## src/rtl/aes_pkg.sv

```systemverilog
// Shared AES constants and helpers: round count, word/round-key widths,
// RCON table and the round-key slot position inside the expanded key.
package aes_pkg;

  localparam int NR  = 10;
  localparam int NK  = 4;
  localparam int RKW = 128;
  localparam int EKW = RKW * (NR + 1);

  typedef enum logic {
    IDLE,
    EXPAND
  } ks_state_e;

  function automatic logic [7:0] rcon(input logic [3:0] r);
    case (r)
      4'd1:    rcon = 8'h01;
      4'd2:    rcon = 8'h02;
      4'd3:    rcon = 8'h04;
      4'd4:    rcon = 8'h08;
      4'd5:    rcon = 8'h10;
      4'd6:    rcon = 8'h20;
      4'd7:    rcon = 8'h40;
      4'd8:    rcon = 8'h80;
      4'd9:    rcon = 8'h1b;
      4'd10:   rcon = 8'h36;
      default: rcon = 8'h00;
    endcase
  endfunction

  // MSB of round key i; round key 0 sits at the top of the expanded key
  function automatic int slot_msb(input int i);
    slot_msb = EKW - 1 - RKW * i;
  endfunction

endpackage

```

## src/rtl/aes_sbox.sv

```systemverilog
// AES forward S-box, purely combinational. Shared with the SubBytes stage.
module aes_sbox (
  input  logic [7:0] a,
  output logic [7:0] y
);

  localparam logic [0:255][7:0] SBOX = {
    8'h63, 8'h7c, 8'h77, 8'h7b, 8'hf2, 8'h6b, 8'h6f, 8'hc5, 8'h30, 8'h01, 8'h67, 8'h2b, 8'hfe, 8'hd7, 8'hab, 8'h76,
    8'hca, 8'h82, 8'hc9, 8'h7d, 8'hfa, 8'h59, 8'h47, 8'hf0, 8'had, 8'hd4, 8'ha2, 8'haf, 8'h9c, 8'ha4, 8'h72, 8'hc0,
    8'hb7, 8'hfd, 8'h93, 8'h26, 8'h36, 8'h3f, 8'hf7, 8'hcc, 8'h34, 8'ha5, 8'he5, 8'hf1, 8'h71, 8'hd8, 8'h31, 8'h15,
    8'h04, 8'hc7, 8'h23, 8'hc3, 8'h18, 8'h96, 8'h05, 8'h9a, 8'h07, 8'h12, 8'h80, 8'he2, 8'heb, 8'h27, 8'hb2, 8'h75,
    8'h09, 8'h83, 8'h2c, 8'h1a, 8'h1b, 8'h6e, 8'h5a, 8'ha0, 8'h52, 8'h3b, 8'hd6, 8'hb3, 8'h29, 8'he3, 8'h2f, 8'h84,
    8'h53, 8'hd1, 8'h00, 8'hed, 8'h20, 8'hfc, 8'hb1, 8'h5b, 8'h6a, 8'hcb, 8'hbe, 8'h39, 8'h4a, 8'h4c, 8'h58, 8'hcf,
    8'hd0, 8'hef, 8'haa, 8'hfb, 8'h43, 8'h4d, 8'h33, 8'h85, 8'h45, 8'hf9, 8'h02, 8'h7f, 8'h50, 8'h3c, 8'h9f, 8'ha8,
    8'h51, 8'ha3, 8'h40, 8'h8f, 8'h92, 8'h9d, 8'h38, 8'hf5, 8'hbc, 8'hb6, 8'hda, 8'h21, 8'h10, 8'hff, 8'hf3, 8'hd2,
    8'hcd, 8'h0c, 8'h13, 8'hec, 8'h5f, 8'h97, 8'h44, 8'h17, 8'hc4, 8'ha7, 8'h7e, 8'h3d, 8'h64, 8'h5d, 8'h19, 8'h73,
    8'h60, 8'h81, 8'h4f, 8'hdc, 8'h22, 8'h2a, 8'h90, 8'h88, 8'h46, 8'hee, 8'hb8, 8'h14, 8'hde, 8'h5e, 8'h0b, 8'hdb,
    8'he0, 8'h32, 8'h3a, 8'h0a, 8'h49, 8'h06, 8'h24, 8'h5c, 8'hc2, 8'hd3, 8'hac, 8'h62, 8'h91, 8'h95, 8'he4, 8'h79,
    8'he7, 8'hc8, 8'h37, 8'h6d, 8'h8d, 8'hd5, 8'h4e, 8'ha9, 8'h6c, 8'h56, 8'hf4, 8'hea, 8'h65, 8'h7a, 8'hae, 8'h08,
    8'hba, 8'h78, 8'h25, 8'h2e, 8'h1c, 8'ha6, 8'hb4, 8'hc6, 8'he8, 8'hdd, 8'h74, 8'h1f, 8'h4b, 8'hbd, 8'h8b, 8'h8a,
    8'h70, 8'h3e, 8'hb5, 8'h66, 8'h48, 8'h03, 8'hf6, 8'h0e, 8'h61, 8'h35, 8'h57, 8'hb9, 8'h86, 8'hc1, 8'h1d, 8'h9e,
    8'he1, 8'hf8, 8'h98, 8'h11, 8'h69, 8'hd9, 8'h8e, 8'h94, 8'h9b, 8'h1e, 8'h87, 8'he9, 8'hce, 8'h55, 8'h28, 8'hdf,
    8'h8c, 8'ha1, 8'h89, 8'h0d, 8'hbf, 8'he6, 8'h42, 8'h68, 8'h41, 8'h99, 8'h2d, 8'h0f, 8'hb0, 8'h54, 8'hbb, 8'h16
  };

  assign y = SBOX[a];

endmodule

```

## src/rtl/aes_key_expand.sv

```systemverilog
// Iterative AES-128 key schedule: one round key per clock, start/busy/done
// handshake, expanded key held in 11 slots until overwritten.
module aes_key_expand
  import aes_pkg::*;
#(
  parameter int NR = aes_pkg::NR
) (
  input  logic                      clk,
  input  logic                      rst,
  input  logic                      start,
  input  logic [RKW-1:0]            key,
  output logic                      busy,
  output logic                      done,
  output logic                      key_valid,
  output logic [RKW*(NR+1)-1:0]     expanded_key
);

  ks_state_e      state, state_n;
  logic [3:0]     rnd, rnd_n;
  logic           busy_n, done_n, kv_n;
  logic           load, wr;

  logic [RKW-1:0] slots [NR+1];
  logic [RKW-1:0] prev_rk, next_rk;
  logic [31:0]    rot, sub, temp;
  logic [31:0]    w0, w1, w2, w3;

  // FSM / round counter
  always_ff @(posedge clk) begin
    if (rst) begin
      state     <= IDLE;
      rnd       <= '0;
      busy      <= 1'b0;
      done      <= 1'b0;
      key_valid <= 1'b0;
    end else begin
      state     <= state_n;
      rnd       <= rnd_n;
      busy      <= busy_n;
      done      <= done_n;
      key_valid <= kv_n;
    end
  end

  always_comb begin
    state_n = state;
    rnd_n   = rnd;
    busy_n  = busy;
    done_n  = 1'b0;
    kv_n    = key_valid;
    load    = 1'b0;
    wr      = 1'b0;
    case (state)
      IDLE: begin
        if (start) begin
          state_n = EXPAND;
          rnd_n   = 4'd1;
          busy_n  = 1'b1;
          kv_n    = 1'b0;
          load    = 1'b1;
        end
      end
      EXPAND: begin
        wr    = 1'b1;
        rnd_n = rnd + 4'd1;
        if (rnd == 4'(NR)) begin
          state_n = IDLE;
          busy_n  = 1'b0;
          done_n  = 1'b1;
          kv_n    = 1'b1;
        end
      end
      default: state_n = IDLE;
    endcase
  end

  // Previous round key is only meaningful while expanding (rnd in 1..NR)
  assign prev_rk = (state == EXPAND) ? slots[rnd - 4'd1] : '0;
  assign rot     = {prev_rk[23:0], prev_rk[31:24]};

  for (genvar g = 0; g < 4; g++) begin : g_subword
    aes_sbox u_sbox (
      .a (rot[8*g +: 8]),
      .y (sub[8*g +: 8])
    );
  end

  assign temp    = sub ^ {rcon(rnd), 24'h0};
  assign w0      = prev_rk[127:96] ^ temp;
  assign w1      = prev_rk[95:64]  ^ w0;
  assign w2      = prev_rk[63:32]  ^ w1;
  assign w3      = prev_rk[31:0]   ^ w2;
  assign next_rk = {w0, w1, w2, w3};

  // Datapath: write the indexed slot
  always_ff @(posedge clk) begin
    if (rst) begin
      for (int i = 0; i <= NR; i++) slots[i] <= '0;
    end else if (load) begin
      slots[0] <= key;
    end else if (wr) begin
      slots[rnd] <= next_rk;
    end
  end

  for (genvar i = 0; i <= NR; i++) begin : g_pack
    assign expanded_key[slot_msb(i) -: RKW] = slots[i];
  end

endmodule
```

## config.mk

```make
export PLATFORM = sky130hd
export DESIGN_NAME = aes_key_expand
export DESIGN_NICKNAME = d
export VERILOG_FILES = /design/src/rtl/aes_pkg.sv /design/src/rtl/aes_sbox.sv /design/src/rtl/aes_key_expand.sv
export SDC_FILE = /design/constraint.sdc
export NUM_CORES = 2
export LEC_CHECK = 0
export CAP_MARGIN = 5
export CORE_AREA = 2 2 609 611
export CTS_BUF_LIST = sky130_fd_sc_hd__clkbuf_4 sky130_fd_sc_hd__clkbuf_8
export DETAILED_ROUTE_END_ITERATION = 16
export DIE_AREA = 0 0 611 613
export GPL_TIMING_DRIVEN = 1
export PLACE_DENSITY = 0.5
export SLEW_MARGIN = 0
export SYNTH_ARGS = -nofsm -noshare
export SYNTH_HDL_FRONTEND = slang
export SYNTH_SLANG_ARGS = --single-unit
```

## constraint.sdc

```tcl
create_clock -name clk -period 27.2 [get_ports clk]
set_input_delay 4.08 -clock clk [delete_from_list [all_inputs] [get_ports clk]]
set_output_delay 4.08 -clock clk [all_outputs]
set_load 0.05 [all_outputs]
```

After elaboration in Yosys (flattened, before gate mapping)
Memory sizes are Yosys's and may differ from the RTL's. A register that Yosys moved wholly into a read port is not among the register bits. Index checks and enable logic that the tools add are counted.

Register bits: 8. Memory bits (read-only): 8320. Word-level logic and storage cells: 72. Input port bits: 131. Output and inout bits: 1411. RAM bits: 1408. Memories: 6.

Add/subtract/negate cells: 2. Magnitude comparators: 4. Equal/unequal tests: 3. Reductions and logical operators: 3. Mux-type cells: 38. Bitwise operators: 11.

Memories: (no name shown) (words 256, bits a word 8, read ports 1, clocked after Yosys merged registers in 0, wr ports 0, RTL line aes_sbox.sv:26) `assign y = SBOX[a];`; (no name shown) (words 256, bits a word 8, read ports 1, clocked after Yosys merged registers in 0, wr ports 0, RTL line aes_sbox.sv:26); (no name shown) (words 256, bits a word 8, read ports 1, clocked after Yosys merged registers in 0, wr ports 0, RTL line aes_sbox.sv:26); (no name shown) (words 256, bits a word 8, read ports 1, clocked after Yosys merged registers in 0, wr ports 0, RTL line aes_sbox.sv:26); slots (words 11, bits a word 128, read ports 12, clocked after Yosys merged registers in 0, wr ports 11, RTL line aes_key_expand.sv:23) `logic [RKW-1:0] slots [NR+1];`; (no name shown) (words 16, bits a word 8, read ports 1, clocked after Yosys merged registers in 1, wr ports 0, RTL line aes_pkg.sv:16) `case (r)`.

Operators with widths (number): 128-bit two-way mux (3); 32-bit bitwise XOR (5); 128-bit OR reduction (1); 8-bit two-way mux (8); 9-bit greater-or-equal comparator (second input constant) (4); 8-bit inverter with 9-bit output (4); 1-bit two-way mux (19); 4-bit two-way mux (4); 4-bit one-hot mux with 2 select lines (1); 1-bit one-hot mux with 2 select lines (3); 4-bit by 1-bit adder with 4-bit output (second input constant) (1); 4-bit == test (second input constant) (1); 4-bit by 1-bit subtractor with 4-bit output (second input constant) (1); 2-bit by 1-bit != test with 1-bit output (second input constant) (1); 2-bit != test (second input constant) (1); 2-bit AND reduction (1); 2-bit OR reduction (1); 1-bit inverter (1); 1-bit OR (1).

Logic depth before layout (Yosys ltp)
An unclocked memory read counts as a cell.

Word-level depth: 13. Depth in mapped cells: 34. Mapped depth without buffers: 19.

Modules after synthesis
A second synthesis with hierarchy kept.

Cells, all modules: 7750. Area total of the unflattened synthesis: 102553.4 um2.

Modules (own cells, without submodules): aes_key_expand (cells an instance 5722, times used 1, area each 89836.2 um2, seq. area each 60538.1 um2); aes_sbox (cells an instance 507, times used 4, area each 3179.3 um2, seq. area each 0.0 um2).

Least setup slack after synthesis
No wires, ideal clock.

Path kind: in2reg. Start: input port rst. End: memory slots[13][0], enable pin. Buffers on the path: 6. Library setup time: 0.772 ns. Slack: 12.356 ns. Data required time: 26.428 ns. Arrival time: 14.072 ns. Stages: 8. Cells stage by stage: clkbuf_1 -> nand2b_1 -> clkbuf_1 -> clkbuf_1 -> buf_1 -> buf_1 -> clkbuf_1 -> nor3_1.

RTL lines: start: declaration (RTL line aes_key_expand.sv:9) `input logic rst,`; end: declaration (RTL line aes_key_expand.sv:23).

==> metrics.cfg <==
[finish]
final_core_util_pct = 35.98
area.growth.synth_to_final_pct = 27.60
final_cells = 14900
drive_gt1_share_pct = 17.33
nets = 9896
nFillCells = 36178
final_common_cell = edfxtp_1
final_cell_mix = edfxtp_1 (1,920), clkdlybuf4s50_1 (1,538), nor2_1 (1,380)

[sta]
rsz0062_at_grt = false
fin_setup_tns_ns = 0
period_minus_slack_ns = 10.45
finalHoldViolCount = 0
report.final.slew_viol_count = 17
finalSetupViolations = 0
relSlewSlack_pct = -2.393
worst_slew_pin_slew_ns = 1.536
post-route-period-util_pct = 38.42
skew_ns = 0.1213
max_freq_mhz = 95.70
worst_hold_slack_ns = 0.4688

[setup_path]
required_ns = 27.91
critPathMaxFanout = 42
worstSetupPathType = reg2reg
cp-end-kind = flip-flop
worstPathArrival_ns = 11.16
crit_path_start_kind = flip-flop

[power]
switching_share_pct = 40.86
power_frac_comb_pct = 35.0
switching_power_w = 0.004329
ir_drop_mv = 0.04711
pwr-share-seq_pct = 35.2
power_leakage_nw = 45.69
pwr_density_cell_mw_per_mm2 = 80.08
clkPwrFrac_pct = 29.7
intPower_w = 0.006265

[flow_run]
maxCapViolCount = 0

[die]
start_util_pct = 28.19
die_x_microns = 611
die_h_microns = 613
die_area_sq_mm = 0.3745
ioPinCount = 1542
coreArea_sq_mm = 0.3677
rows = 223

[clocking]
clock-sinks = 2064
cts_resized = 0
clock-root-buffer = clkbuf_8
cts_made_buffers = 371
cts_setup_buffers = 0
clk_pin_slew_worst_paths_ns = 0.06
clock_latency_ns = 1.12
htreeDepth = 5
clockBufferDepth = 4
cts_tree = built
hold_buffers = 0

[yosys]
synth_cells = 8242
synth_edf_count = 1920
netlist_area_sq_mm = 0.1037
yosys.area_share.simple_pct = 11.69
synth_cell_type_count = 126
ys.flop_type = edfxtp_1
synth_nets = 8426
yosys.area_share.adder_pct = 0.6396
ys_seq_area_share_pct = 58.39
muxShareOfSynthArea_pct = 12.44
synth-seq-cells = 2064
avgSynthCellArea_sq_um = 12.58
synth-xor-area-share_pct = 2.208
synth_top_family_by_area = multiplexers
synth_compound_area_share_pct = 10.35
async_flop_share_pct = 0
yosysWarnings = 0

[global_route]
antenna_found_initial = 79
grt_max_degree = 111
grt_pass1_vias = 84355
grt_use_total_pct = 33.23
grt_pass1_wl_mm = 837.0
gr-total-overflow = 0

[worst_hold_path]
min_path_type = reg2reg

[drt]
wirelength_mm = 645.3
route.antenna.remaining_nets = 0
post_drt_wl_per_cell_microns = 43.31
drtIter0Drc = 12132
via_per_inst = 5.875
drc = 0
vias = 87541
firstDrtPassIters = 6

[placement]
place_inst = 14174
place.gp.congestion = 0.9491
dp_hpwl_mm = 455.1
numPortBuffers = 1541

[run_status]
outcome = finished, violations left
violations = max-slew violations

-- cell usage after synthesis (22+ instances only) --
| cell type | n | area share (%) |
|---|---|---|
| a211oi_1 | 114 | 0.83 |
| a21o_1 | 22 | 0.16 |
| a21oi_1 | 202 | 0.98 |
| a221oi_1 | 42 | 0.35 |
| a22oi_1 | 26 | 0.19 |
| a311oi_1 | 41 | 0.35 |
| a31oi_1 | 144 | 0.87 |
| and2_1 | 22 | 0.13 |
| and3_1 | 111 | 0.67 |
| buf_1 | 41 | 0.15 |
| buf_2 | 262 | 1.3 |
| buf_4 | 96 | 0.70 |
| buf_6 | 59 | 0.64 |
| clkbuf_1 | 314 | 1.1 |
| dfxtp_1 | 144 | 2.8 |
| edfxtp_1 | 1920 | 56 |
| ha_1 | 53 | 0.64 |
| inv_1 | 69 | 0.25 |
| mux2_2 | 25 | 0.27 |
| mux2i_1 | 146 | 1.4 |
| mux4_2 | 486 | 11 |
| nand2_1 | 830 | 3.0 |
| nand2b_1 | 27 | 0.16 |
| nand3_1 | 181 | 0.87 |
| nand3b_1 | 45 | 0.33 |
| nand4_1 | 30 | 0.18 |
| nor2_1 | 1383 | 5.0 |
| nor2b_1 | 23 | 0.14 |
| nor3_1 | 103 | 0.50 |
| o211ai_1 | 78 | 0.56 |
| o21ai_0 | 347 | 1.7 |
| o21ai_1 | 62 | 0.30 |
| o221ai_1 | 46 | 0.39 |
| o22ai_1 | 37 | 0.22 |
| o311ai_0 | 25 | 0.21 |
| o31ai_1 | 26 | 0.19 |
| xnor2_1 | 110 | 0.93 |
| xor2_1 | 77 | 0.65 |
-- power by group through the flow --
stage	logic, W	clock network [W]	registers (W)
2_1_floorplan	0.00158	0	0.00413
3_3_place_gp	0.00367	0	0.00379
3_5_place_dp	0.00366	0	0.00379
4_1_cts	0.00367	0.00318	0.00373
5_1_grt	0.00379	0.00331	0.00374
6_report	0.00371	0.00315	0.00373
-- cells by family (layout without fill, tap and decap cells) --
kind of cell / count (synthesis) / count (layout)
multiplexers: 669 / 669
AND/OR/NAND/NOR: 2843 / 2843
other: 0 / 35
adder cells (fa/ha/maj): 53 / 53
AO/OA/AOI/OAI: 1532 / 1532
XOR/XNOR: 222 / 222
flip-flops: 2064 / 2064
buffers and inverters: 859 / 2645
-- metal layers --
layer  track usage [%]  vias up  routed length (microns)
met2             51.72     5976                   291500
li1                  -    34272                        -
met4             17.47       28                    39900
met1             41.68    46123                   245500
met5                 0        -                      176
met3             9.728     1142                    68300
-- metrics by stage --
step	instance area, sq um	power [W]	worst slack, ns
2_1_floorplan	103700	0.005704	12.36
3_3_place_gp	124400	0.007461	16.95
3_5_place_dp	124400	0.007451	17.06
5_1_grt	132300	0.01083	16.69
4_1_cts	132200	0.01058	17.00
6_report	132300	0.01059	16.75
-- layout make-up --
cell class | count | area, sq um | area share, %
Clock inverter | 151 | 1164 | 0.8795
Timing Repair Buffer | 1876 | 18090 | 13.68
Tap cell | 4837 | 6052 | 4.574
Clock buffer | 538 | 6591 | 4.982
Sequential cell | 2064 | 60550 | 45.76
Antenna cell | 35 | 87.58 | 0.06620
Multi-Input combinational cell | 5319 | 39470 | 29.83
Inverter | 80 | 301.5 | 0.2279
-- state kept, by name, indices dropped and copies added (netlist names), named ones only --
| name | flops |
|---|---|
| slots | 2048 |
| rnd | 4 |
| key_valid | 1 |
| done | 1 |
| state | 1 |
| busy | 1 |
-- path summary, 6_finish.rpt --
check                      start              to  slack, ns  depth (start not counted)
setup reg to reg          rnd[0]   slots[11][22]      16.75                         20
hold reg to reg   slots[10][123]  slots[10][123]       0.47                          2
hold / removal    slots[10][123]  slots[10][123]       0.47                          2
setup / recovery          rnd[0]   slots[11][22]      16.75                         20
-- critical path: stages (launching register included) --
cell	delay (ns)
dfxtp_4	0.81
inv_2	0.12
ha_4	0.69
buf_4	0.60
buf_4	0.69
buf_4	0.57
mux4_2	0.38
mux2i_1	0.66
o22a_2	0.27
inv_2	0.26
buf_4	0.41
a211oi_1	0.69
o21ai_1	0.52
a311oi_1	0.49
a211oi_1	0.14
a311oi_2	0.41
mux2_2	0.39
o211ai_1	0.11
buf_4	0.46
xor2_1	0.75
o21ai_0	0.41
Power figures use the tool's default switching activity.
